File: src/rtl/eq_band_mixer_ctrl_pkg.sv
// Shared constants, FSM encodings and rounding helper for the band gain/mix scheduler.
package eq_band_mixer_ctrl_pkg;

  localparam int NUM_BANDS  = 10;
  localparam int SAMPLE_W   = 24;
  localparam int GAIN_W     = 16;
  localparam int GAIN_FRAC  = 14;
  localparam int PROD_W     = SAMPLE_W + GAIN_W;
  localparam int ACC_W      = 44;
  localparam int IDX_W      = 4;
  localparam int GAIN_UNITY = 16384;
  localparam int SAMPLE_MAX = 8388607;
  localparam int SAMPLE_MIN = -8388608;

  localparam logic [IDX_W-1:0] BAND_LAST = IDX_W'(NUM_BANDS - 1);

  localparam logic [1:0] ST_IDLE  = 2'd0;
  localparam logic [1:0] ST_MAC   = 2'd1;
  localparam logic [1:0] ST_ROUND = 2'd2;

  // Round-half-up back to sample scale; the arithmetic shift floors negative values.
  function automatic logic signed [ACC_W-1:0] round_q14(input logic signed [ACC_W-1:0] acc);
    logic signed [ACC_W-1:0] biased;
    biased = acc + ACC_W'(1 << (GAIN_FRAC - 1));
    return biased >>> GAIN_FRAC;
  endfunction

endpackage

File: src/rtl/eq_band_mixer_ctrl_gain_regfile.sv
// Per-band gain storage: host writes land in a shadow bank, which is copied to the
// active bank only when a new sample is accepted.
module eq_gain_regfile
  import eq_band_mixer_ctrl_pkg::*;
(
  input  logic                     clk,
  input  logic                     reset_n,
  input  logic                     i_wr_en,
  input  logic [IDX_W-1:0]         i_wr_addr,
  input  logic signed [GAIN_W-1:0] i_wr_data,
  input  logic                     i_commit,
  input  logic [IDX_W-1:0]         i_rd_idx,
  output logic signed [GAIN_W-1:0] o_rd_gain
);

  logic signed [GAIN_W-1:0] r_shadow [NUM_BANDS];
  logic signed [GAIN_W-1:0] r_active [NUM_BANDS];

  // Commit samples the shadow bank before a same-cycle write lands in it.
  always_ff @(posedge clk or negedge reset_n) begin
    if (!reset_n) begin
      for (int k = 0; k < NUM_BANDS; k++) begin
        r_shadow[k] <= GAIN_W'(GAIN_UNITY);
        r_active[k] <= GAIN_W'(GAIN_UNITY);
      end
    end else begin
      if (i_wr_en && (i_wr_addr <= BAND_LAST)) begin
        r_shadow[i_wr_addr] <= i_wr_data;
      end
      if (i_commit) begin
        r_active <= r_shadow;
      end
    end
  end

  assign o_rd_gain = r_active[i_rd_idx];

endmodule

File: src/rtl/eq_band_mixer_ctrl.sv
// Gain-and-mix scheduler: snapshots ten band samples, MACs them through one shared
// 24x16 multiplier, then rounds and saturates to a single 24-bit output sample.
module eq_band_mixer_ctrl
  import eq_band_mixer_ctrl_pkg::*;
(
  input  logic                          clk,
  input  logic                          reset_n,
  input  logic                          enable,
  input  logic                          sample_valid,
  input  logic [NUM_BANDS*SAMPLE_W-1:0] band_bus,
  input  logic                          gain_wr_en,
  input  logic [IDX_W-1:0]              gain_wr_addr,
  input  logic [GAIN_W-1:0]             gain_wr_data,
  input  logic                          overrun_clr,
  output logic [SAMPLE_W-1:0]           audio_out,
  output logic                          out_valid,
  output logic                          clip,
  output logic                          busy,
  output logic                          overrun
);

  logic [1:0]                 r_state;
  logic [IDX_W-1:0]           r_idx;
  logic signed [SAMPLE_W-1:0] r_snap [NUM_BANDS];
  logic signed [ACC_W-1:0]    r_acc;
  logic signed [SAMPLE_W-1:0] r_audio;
  logic                       r_valid;
  logic                       r_clip;
  logic                       r_overrun;

  logic                       w_accept;
  logic                       w_busy;
  logic signed [GAIN_W-1:0]   w_gain;
  logic signed [PROD_W-1:0]   w_prod;
  logic signed [ACC_W-1:0]    w_rounded;
  logic signed [SAMPLE_W-1:0] w_sat;
  logic                       w_clip;

  assign w_busy   = (r_state == ST_MAC) || (r_state == ST_ROUND);
  assign w_accept = enable && sample_valid && (r_state == ST_IDLE);

  eq_gain_regfile u_gains (
    .clk       (clk),
    .reset_n   (reset_n),
    .i_wr_en   (gain_wr_en),
    .i_wr_addr (gain_wr_addr),
    .i_wr_data (gain_wr_data),
    .i_commit  (w_accept),
    .i_rd_idx  (r_idx),
    .o_rd_gain (w_gain)
  );

  assign w_prod = PROD_W'(r_snap[r_idx]) * PROD_W'(w_gain);

  always_comb begin
    w_rounded = round_q14(r_acc);
    w_clip    = 1'b0;
    w_sat     = w_rounded[SAMPLE_W-1:0];
    if (w_rounded > ACC_W'(SAMPLE_MAX)) begin
      w_sat  = SAMPLE_W'(SAMPLE_MAX);
      w_clip = 1'b1;
    end else if (w_rounded < ACC_W'(SAMPLE_MIN)) begin
      w_sat  = SAMPLE_W'(SAMPLE_MIN);
      w_clip = 1'b1;
    end
  end

  // Overrun only counts samples that arrive while enabled; a new set beats a clear.
  always_ff @(posedge clk or negedge reset_n) begin
    if (!reset_n) begin
      r_overrun <= 1'b0;
    end else if (enable && sample_valid && w_busy) begin
      r_overrun <= 1'b1;
    end else if (overrun_clr) begin
      r_overrun <= 1'b0;
    end
  end

  always_ff @(posedge clk or negedge reset_n) begin
    if (!reset_n) begin
      r_state <= ST_IDLE;
      r_idx   <= '0;
      r_acc   <= '0;
      r_audio <= '0;
      r_valid <= 1'b0;
      r_clip  <= 1'b0;
      for (int k = 0; k < NUM_BANDS; k++) begin
        r_snap[k] <= '0;
      end
    end else begin
      r_valid <= 1'b0;
      r_clip  <= 1'b0;
      if (enable) begin
        case (r_state)
          ST_IDLE: begin
            if (sample_valid) begin
              for (int k = 0; k < NUM_BANDS; k++) begin
                r_snap[k] <= band_bus[k*SAMPLE_W +: SAMPLE_W];
              end
              r_acc   <= '0;
              r_idx   <= '0;
              r_state <= ST_MAC;
            end
          end
          ST_MAC: begin
            r_acc <= r_acc + ACC_W'(w_prod);
            if (r_idx == BAND_LAST) begin
              r_idx   <= '0;
              r_state <= ST_ROUND;
            end else begin
              r_idx <= r_idx + IDX_W'(1);
            end
          end
          ST_ROUND: begin
            r_audio <= w_sat;
            r_clip  <= w_clip;
            r_valid <= 1'b1;
            r_state <= ST_IDLE;
          end
          default: r_state <= ST_IDLE;
        endcase
      end
    end
  end

  assign audio_out = r_audio;
  assign out_valid = r_valid;
  assign clip      = r_clip;
  assign busy      = w_busy;
  assign overrun   = r_overrun;

endmodule
File: config.mk
export PLATFORM = sky130hd
export DESIGN_NAME = eq_band_mixer_ctrl
export DESIGN_NICKNAME = d
export VERILOG_FILES = /design/src/rtl/eq_band_mixer_ctrl_pkg.sv /design/src/rtl/eq_band_mixer_ctrl_gain_regfile.sv /design/src/rtl/eq_band_mixer_ctrl.sv
export SDC_FILE = /design/constraint.sdc
export NUM_CORES = 2
export LEC_CHECK = 0
export ABC_CLOCK_PERIOD_IN_PS = 8800
export CAP_MARGIN = 10
export CORE_MARGIN = 3
export CORE_UTILIZATION = 51
export DETAILED_ROUTE_END_ITERATION = 10
export PLACE_DENSITY = 0.7
export SYNTH_ARGS = -nofsm -noshare
export SYNTH_HDL_FRONTEND = slang
export SYNTH_HIERARCHICAL = 1
export SYNTH_SLANG_ARGS = --single-unit
File: constraint.sdc
create_clock -name clk -period 8.8 [get_ports clk]
set_input_delay 1.32 -clock clk [delete_from_list [all_inputs] [get_ports clk]]
set_output_delay 1.32 -clock clk [all_outputs]
set_load 0.02 [all_outputs]
Word level (Yosys, flattened, before mapping)
Cells that the tools add are included.
{"block": "op_classes", "n_addsub": 3, "n_mul": 1, "magnitude_cmp": 6, "eq_ne": 5, "n_mux": 27, "bitwise": 2, "reduce_logical": 13}
{"cell": "bitwise mux 160 bit", "count": 1}
{"cell": "binary-select mux 24 bit (select 4 bit)", "count": 1}
{"cell": "two-way mux 24 bit", "count": 4}
{"cell": "one-hot mux 44 bit (2 select lines)", "count": 1}
{"cell": "binary-select mux 16 bit (select 4 bit)", "count": 1}
{"cell": "demux 16 bit (select 4 bit)", "count": 1}
{"cell": "two-way mux 16 bit", "count": 3}
{"cell": "adder 44 x 15 -> 44 bit (second input constant)", "count": 1}
{"cell": "adder 44 x 40 -> 44 bit", "count": 1}
{"cell": "two-way mux 44 bit", "count": 1}
{"cell": "multiplier 24 x 16 -> 40 bit", "count": 1}
{"cell": "> comparator 30 x 24 -> 1 bit (second input constant)", "count": 1}
{"cell": "< comparator 30 x 24 -> 1 bit (second input constant)", "count": 1}
{"cell": ">= comparator 5 bit (second input constant)", "count": 2}
{"cell": "inverter 4 -> 5 bit", "count": 2}
{"cell": "AND reduction 3 bit", "count": 3}
{"cell": "two-way mux 1 bit", "count": 8}
{"cell": "two-way mux 4 bit", "count": 2}
{"cell": "one-hot mux 4 bit (2 select lines)", "count": 1}
{"cell": "logical AND 1 bit", "count": 5}
{"cell": "< comparator 5 x 1 -> 1 bit (second input constant)", "count": 1}
{"cell": "adder 4 x 1 -> 4 bit (second input constant)", "count": 1}
{"cell": "== test 4 bit (second input constant)", "count": 1}
{"cell": "less-or-equal comparator 4 bit (second input constant)", "count": 1}
{"cell": "other kinds (10)", "count": 12}
{"block": "word_totals", "register_bits": 637, "input_bits": 266, "out_inout_bits": 28, "elab_cells": 94}

Logic depth before layout (Yosys ltp)
{"block": "logic_depth", "depth_word": 7, "depth_mapped": 30, "ltp_nobuf": 26}

By module
Netlist, hierarchy kept.
{"mod": "eq_band_mixer_ctrl", "instances": 1, "cells_each": 3299, "area_per_inst_um2": 30375.4, "seq_area_each_um2": 7932.6}
{"mod": "eq_gain_regfile", "instances": 1, "cells_each": 851, "area_per_inst_um2": 13370.3, "seq_area_each_um2": 8032.7}

Worst setup path before layout
OpenSTA, ideal clock, no wires.
{"block": "synth_path", "path_kind": "flip-flop to flip-flop", "startpoint": "register r_idx[0]", "endpoint": "register r_acc[41]", "setup_ns": 0.131, "arrival_time_ns": 7.253, "required_ns": 8.669, "path_slack_ns": 1.416, "path_stages_with_launch": 29, "n_path_buf": 5, "synth_period_minus_slack_ns": 7.384, "cell_sequence": "dfrtp_1 -> buf_2 -> buf_4 -> buf_4 -> mux4_2 -> mux2i_1 -> o22ai_1 -> clkbuf_1 -> and2_1 -> fa_1 -> inv_1 -> fa_1 -> inv_1 -> fa_1 -> fa_1 -> fa_1 -> inv_1 -> fa_1 -> inv_1 -> ha_1 -> clkbuf_2 -> and2_0 -> and4_1 -> a221o_1 -> a31o_1 -> a21o_1 -> a41oi_2 -> a211o_1 -> o211ai_2"}
{"block": "synth_via", "elab_chain_cells": 7, "word_cells_on_any_way": 10, "cone_classes": "add/sub: 1; mul: 1; mux: 7; bitwise: 1"}
{"item": "from (decl)", "line": "eq_band_mixer_ctrl.sv:23", "source": "logic [IDX_W-1:0] r_idx;"}
{"item": "from (signal assigned)", "line": "eq_band_mixer_ctrl.sv:111", "source": "r_idx <= r_idx + IDX_W'(1);"}
{"item": "inverter 4 -> 5 bit (implied by the code) (*)", "line": "eq_band_mixer_ctrl_gain_regfile.sv:36, eq_band_mixer_ctrl.sv:53"}
{"item": "binary-select mux 24 bit (select 4 bit) or binary-select mux 16 bit (select 4 bit) (tied branches)", "line": "eq_band_mixer_ctrl.sv:53, eq_band_mixer_ctrl_gain_regfile.sv:36"}
{"item": "two-way mux 24 bit (implied by the code) or two-way mux 16 bit (tied branches) (2 in a row)", "line": "eq_band_mixer_ctrl.sv:53, eq_band_mixer_ctrl_gain_regfile.sv:36"}
{"item": "multiplier 24 x 16 -> 40 bit (*)", "line": "eq_band_mixer_ctrl.sv:53", "source": "assign w_prod = PROD_W'(r_snap[r_idx]) * PROD_W'(w_gain);"}
{"item": "adder 44 x 40 -> 44 bit (*)", "line": "eq_band_mixer_ctrl.sv:106", "source": "r_acc <= r_acc + ACC_W'(w_prod);"}
{"item": "one-hot mux 44 bit (2 select lines) (*)", "line": "eq_band_mixer_ctrl.sv:94", "source": "case (r_state)"}
{"item": "to (signal assigned)", "line": "eq_band_mixer_ctrl.sv:106"}
{"item": "to (decl)", "line": "eq_band_mixer_ctrl.sv:25", "source": "logic signed [ACC_W-1:0] r_acc;"}
Mark *: on every way between the ends. The rest lies on a longest branch, timed or not. The select of a mux whose other input is x is not followed.
A chain may end at the register's enable or synchronous reset.

Final worst setup path
{"block": "layout_path", "startpoint": "register r_idx[0]", "endpoint": "register r_acc[43]"}
Same word-level chain as after synthesis.

==> metrics.json <==
{
  "worst-r2r-cell-count": {"value": 26},
  "crit-reg2reg-capture": {"value": "r_acc[43]$_DFFE_PN0P_"},
  "place_hpwl": {"value": 85200, "unit": "µm"},
  "fraction_of_layout_instances_using_a_drive_strength_above_1": {"value": 16.7, "unit": "%"},
  "count_of_endpoints_failing_setup_in_the_final_report": {"value": 0},
  "synth_enable_flop_cells": {"value": 0},
  "final.setup.tns": {"value": 0, "unit": "ns"},
  "placed_instance_area": {"value": 48100, "unit": "µm²"},
  "synth.area.top_cells": {"value": "dfrtp_1 35%, fa_1 20%, mux2_2 9.2%"},
  "synth_compound_gate_area_share": {"value": 4.26, "unit": "%"},
  "hold_violations": {"value": 0},
  "ys_seq_area_share": {"value": 36.5, "unit": "%"},
  "global_route.usage.met3": {"value": 4.47, "unit": "%"},
  "ctsRootBufferMaster": {"value": "clkbuf_16"},
  "first_global_vias": {"value": 32300},
  "worstSetupEndpointType": {"value": "register"},
  "synth_mux_area_share": {"value": 14.0, "unit": "%"},
  "antenna_found_initial": {"value": 3},
  "worstHoldEndpoint": {"value": "r_snap[148]$_DFFE_PN0P_"},
  "outcome": {"value": "finished clean"},
  "top_usage_layer": {"value": "met2"},
  "fp-row-count": {"value": 106},
  "critical_path_start_end_classification": {"value": "register to register"},
  "ff2ff_setup_slack": {"value": 0.46, "unit": "ns"},
  "route.detailed.vias_per_inst": {"value": 5.43},
  "cts-resized-gates": {"value": 0},
  "clock_tree.htree_level_count": {"value": 3},
  "critical_path.max_fanout": {"value": 23},
  "cts_hold_buffers": {"value": 0},
  "area_growth_syn_to_layout": {"value": 15.5, "unit": "%"},
  "insertion_delay": {"value": 0.64, "unit": "ns"},
  "critical_path.most_common_cell": {"value": "fa_1"},
  "min_delay_path_depth": {"value": 2},
  "slowest_delay": {"value": 0.89, "unit": "ns"},
  "wl_per_cell": {"value": 20.5, "unit": "µm"},
  "gate_count_post_synth": {"value": 4150},
  "largest_family_of_logic_cells_by_synthesized_area": {"value": "adder cells"},
  "fin_skew": {"value": 0.0419, "unit": "ns"},
  "synthesis.area_per_instance": {"value": 10.5, "unit": "µm²"},
  "grt_start_max_net_pins": {"value": 169},
  "min_period": {"value": 8.34, "unit": "ns"},
  "r2r_start": {"value": "r_idx[0]$_DFFE_PN0P_"},
  "layout.core_utilization": {"value": 59.9, "unit": "%"},
  "pin_slew_with_the_least_headroom_to_its_limit": {"value": 1.24, "unit": "ns"},
  "synth_nets": {"value": 4979},
  "synth-xor-area-share": {"value": 1.32, "unit": "%"},
  "max_clock_freq": {"value": 120, "unit": "MHz"},
  "floorplan.die.height": {"value": 299, "unit": "µm"},
  "groute.usage.overall": {"value": 26.1, "unit": "%"},
  "route.final.wire_length": {"value": 114000, "unit": "µm"},
  "num-nets-final": {"value": 5206},
  "fp.coreArea": {"value": 84400, "unit": "µm²"},
  "postSynthRegisterBits": {"value": 637},
  "detailed_router_iteration_count_before_antenna_repair": {"value": 6},
  "grt.met2_usage": {"value": 41.2, "unit": "%"},
  "die_width": {"value": 299, "unit": "µm"},
  "detailedRoute.firstIterationViolations": {"value": 2336},
  "fin_area": {"value": 50500, "unit": "µm²"},
  "final.period_utilization": {"value": 94.7, "unit": "%"},
  "ys.warnings.count": {"value": 6},
  "syn_area": {"value": 43700, "unit": "µm²"},
  "initial_core_utilization": {"value": 51.9, "unit": "%"},
  "routed-via-count": {"value": 30200},
  "cts-buffers-inserted": {"value": 69},
  "min-delay-start": {"value": "r_snap[148]$_DFFE_PN0P_"},
  "max_clock_buf_depth": {"value": 3},
  "io_pins": {"value": 294},
  "crit_path_start": {"value": "r_idx[0]$_DFFE_PN0P_"},
  "drc": {"value": 0},
  "grt-ovfl-total": {"value": 0},
  "start_kind": {"value": "register"},
  "timing.max_slew.rel_slack": {"value": 17.2, "unit": "%"},
  "clock_slew_at_the_register_clock_pins_of_the_worst_setup_and_hold_paths": {"value": 0.06, "unit": "ns"},
  "grt_first_pass_wirelength": {"value": 184000, "unit": "µm"},
  "antenna_violating_nets_post_route": {"value": 0},
  "area_of_the_die": {"value": 89300, "unit": "µm²"},
  "hold_class": {"value": "register to register"},
  "drv.max_cap_violation_count": {"value": 0},
  "worst_path_max_delay_cell": {"value": "o22ai_1"},
  "postCtsSetupRepairBufs": {"value": 0},
  "slew_violations": {"value": 0},
  "share_of_synthesized_registers_carrying_an_async_set_or_reset": {"value": 100, "unit": "%"},
  "synthesized_area_fraction_occupied_by_and_or_nand_nor_cells": {"value": 13.8, "unit": "%"},
  "synthDistinctLibCells": {"value": 81},
  "synth_top_area_cell": {"value": "dfrtp_1"},
  "routabilityCongestion": {"value": 0.873},
  "synth_flop_type": {"value": "dfrtp_1"},
  "adder_cell_area_share_of_the_yosys_netlist": {"value": 23.6, "unit": "%"},
  "setup_repair_after_global_routing_missed_its_margin": {"value": "false"},
  "globalRouteMet1Util": {"value": 37.4, "unit": "%"},
  "synth.top_cell.area_share": {"value": 35.3, "unit": "%"},
  "port_buffers": {"value": 293},
  "clock-sinks": {"value": 637},
  "cts_tree": {"value": "yes"},
  "cp_data_required_time": {"value": 9.31, "unit": "ns"},
  "crit_arrival": {"value": 8.84, "unit": "ns"}
}
==> synth_stat cells (4+ instances only) <==
cell type	instances
nand2_1	1006
dfrtp_1	617
inv_1	491
fa_1	434
mux2_2	359
and2_1	175
clkbuf_1	141
ha_1	129
nor2_1	70
nand3_1	65
mux4_2	64
o21ai_0	57
buf_2	51
mux2i_1	50
a21oi_1	45
o22ai_1	41
xnor2_1	41
xor2_1	25
buf_1	24
a21oi_2	21
dfstp_2	20
o31ai_1	20
o21ai_1	19
a21o_1	14
nand4_1	13
nor3_1	12
o21bai_1	11
buf_4	10
mux2_4	10
o21ai_2	10
a31oi_1	9
and3_1	9
nand2b_1	7
a211o_1	5
buf_6	5
nor2b_1	4
or3_1	4
==> critical path: cells and delay by family, from the launching register on <==
kind / cells / cell delay [ns]
buffers and inverters: 6 / 0.78
AO/OA/AOI/OAI: 7 / 2.37
flip-flops: 1 / 0.68
AND/OR/NAND/NOR: 3 / 0.50
adder cells (fa/ha/maj): 7 / 3.27
multiplexers: 3 / 0.62
==> metal layers <==
metal / share of wire [%] / routed length (µm)
met1: 45 / 50800
met2: 46 / 52100
met3: 6.9 / 7890
met5: 0.045 / 51
met4: 2.7 / 3120
==> cell usage in the layout (no fill, tap or decap), types with 7 or more instances in the layout <==
master              n
nand2_1          1004
dfrtp_1           613
inv_1             491
fa_1              434
mux2_2            359
clkdlybuf4s50_1   292
and2_1            175
ha_1              129
buf_4              88
nor2_1             70
clkbuf_16          69
mux4_2             64
nand3_1            64
o21ai_0            57
mux2i_1            50
a21oi_1            45
o22ai_1            41
xnor2_1            41
xor2_1             25
a21oi_2            21
dfstp_2            20
o21ai_1            19
a21o_1             14
clkbuf_8           14
nand4_1            13
nor3_1             12
clkbuf_1           12
o21bai_1           11
o21ai_2            10
o31ai_2            10
mux2_4             10
and3_1              9
a31oi_1             9
bufinv_16           9
nand2b_1            7
buf_12              7
==> how the worst max path moves through the flow <==
stage | to | cells after the start
CTS | r_acc[32]$_DFFE_PN0P_ | 25
finish | r_acc[43]$_DFFE_PN0P_ | 26
global route | r_acc[43]$_DFFE_PN0P_ | 27
floorplan | r_acc[41]$_DFFE_PN0P_ | 28
detailed placement | r_acc[32]$_DFFE_PN0P_ | 25
global placement | r_acc[28]$_DFFE_PN0P_ | 25
==> layout make-up <==
cell class | instances | area (µm²)
Antenna cell | 1 | 2.50
Multi-Input combinational cell | 2788 | 25100
Inverter | 493 | 1860
Sequential cell | 637 | 16000
Timing Repair Buffer | 388 | 3740
Clock inverter | 25 | 485
Fill cell | 6972 | 33800
Tap cell | 1134 | 1420
Clock buffer | 95 | 1960
==> sequential cells by signal, summed over array words and instances, names as in the netlist <==
| register | flops |
|---|---|
| u_gains/r_active | 160 |
| r_acc | 44 |
| audio_out | 24 |
| overrun | 1 |
| r_state | 2 |
| r_snap | 240 |
| u_gains/r_shadow | 160 |
| out_valid | 1 |
| clip | 1 |
| r_idx | 4 |
==> cell families (layout without fill, tap and decap cells) <==
logic type | count (synthesis) | after routing
AO/OA/AOI/OAI | 281 | 281
adder cells (fa/ha/maj) | 563 | 563
buffers and inverters | 725 | 1001
XOR/XNOR | 66 | 66
flip-flops | 637 | 637
multiplexers | 483 | 483
other | 0 | 1
AND/OR/NAND/NOR | 1395 | 1395
==> per-stage QoR <==
step                      hold WS, ns  worst slack, ns  instances
after floorplan                 0.440             1.42       4150
after global placement          0.452            0.572       5440
after detailed placement        0.457            0.536       5440
after CTS                       0.472            0.516       5560
after global routing            0.496           0.0371       5560
final                           0.467            0.464       5561
Power is not shown: default switching activity piles up to over one toggle a cycle in this logic, so the estimate is an artifact.
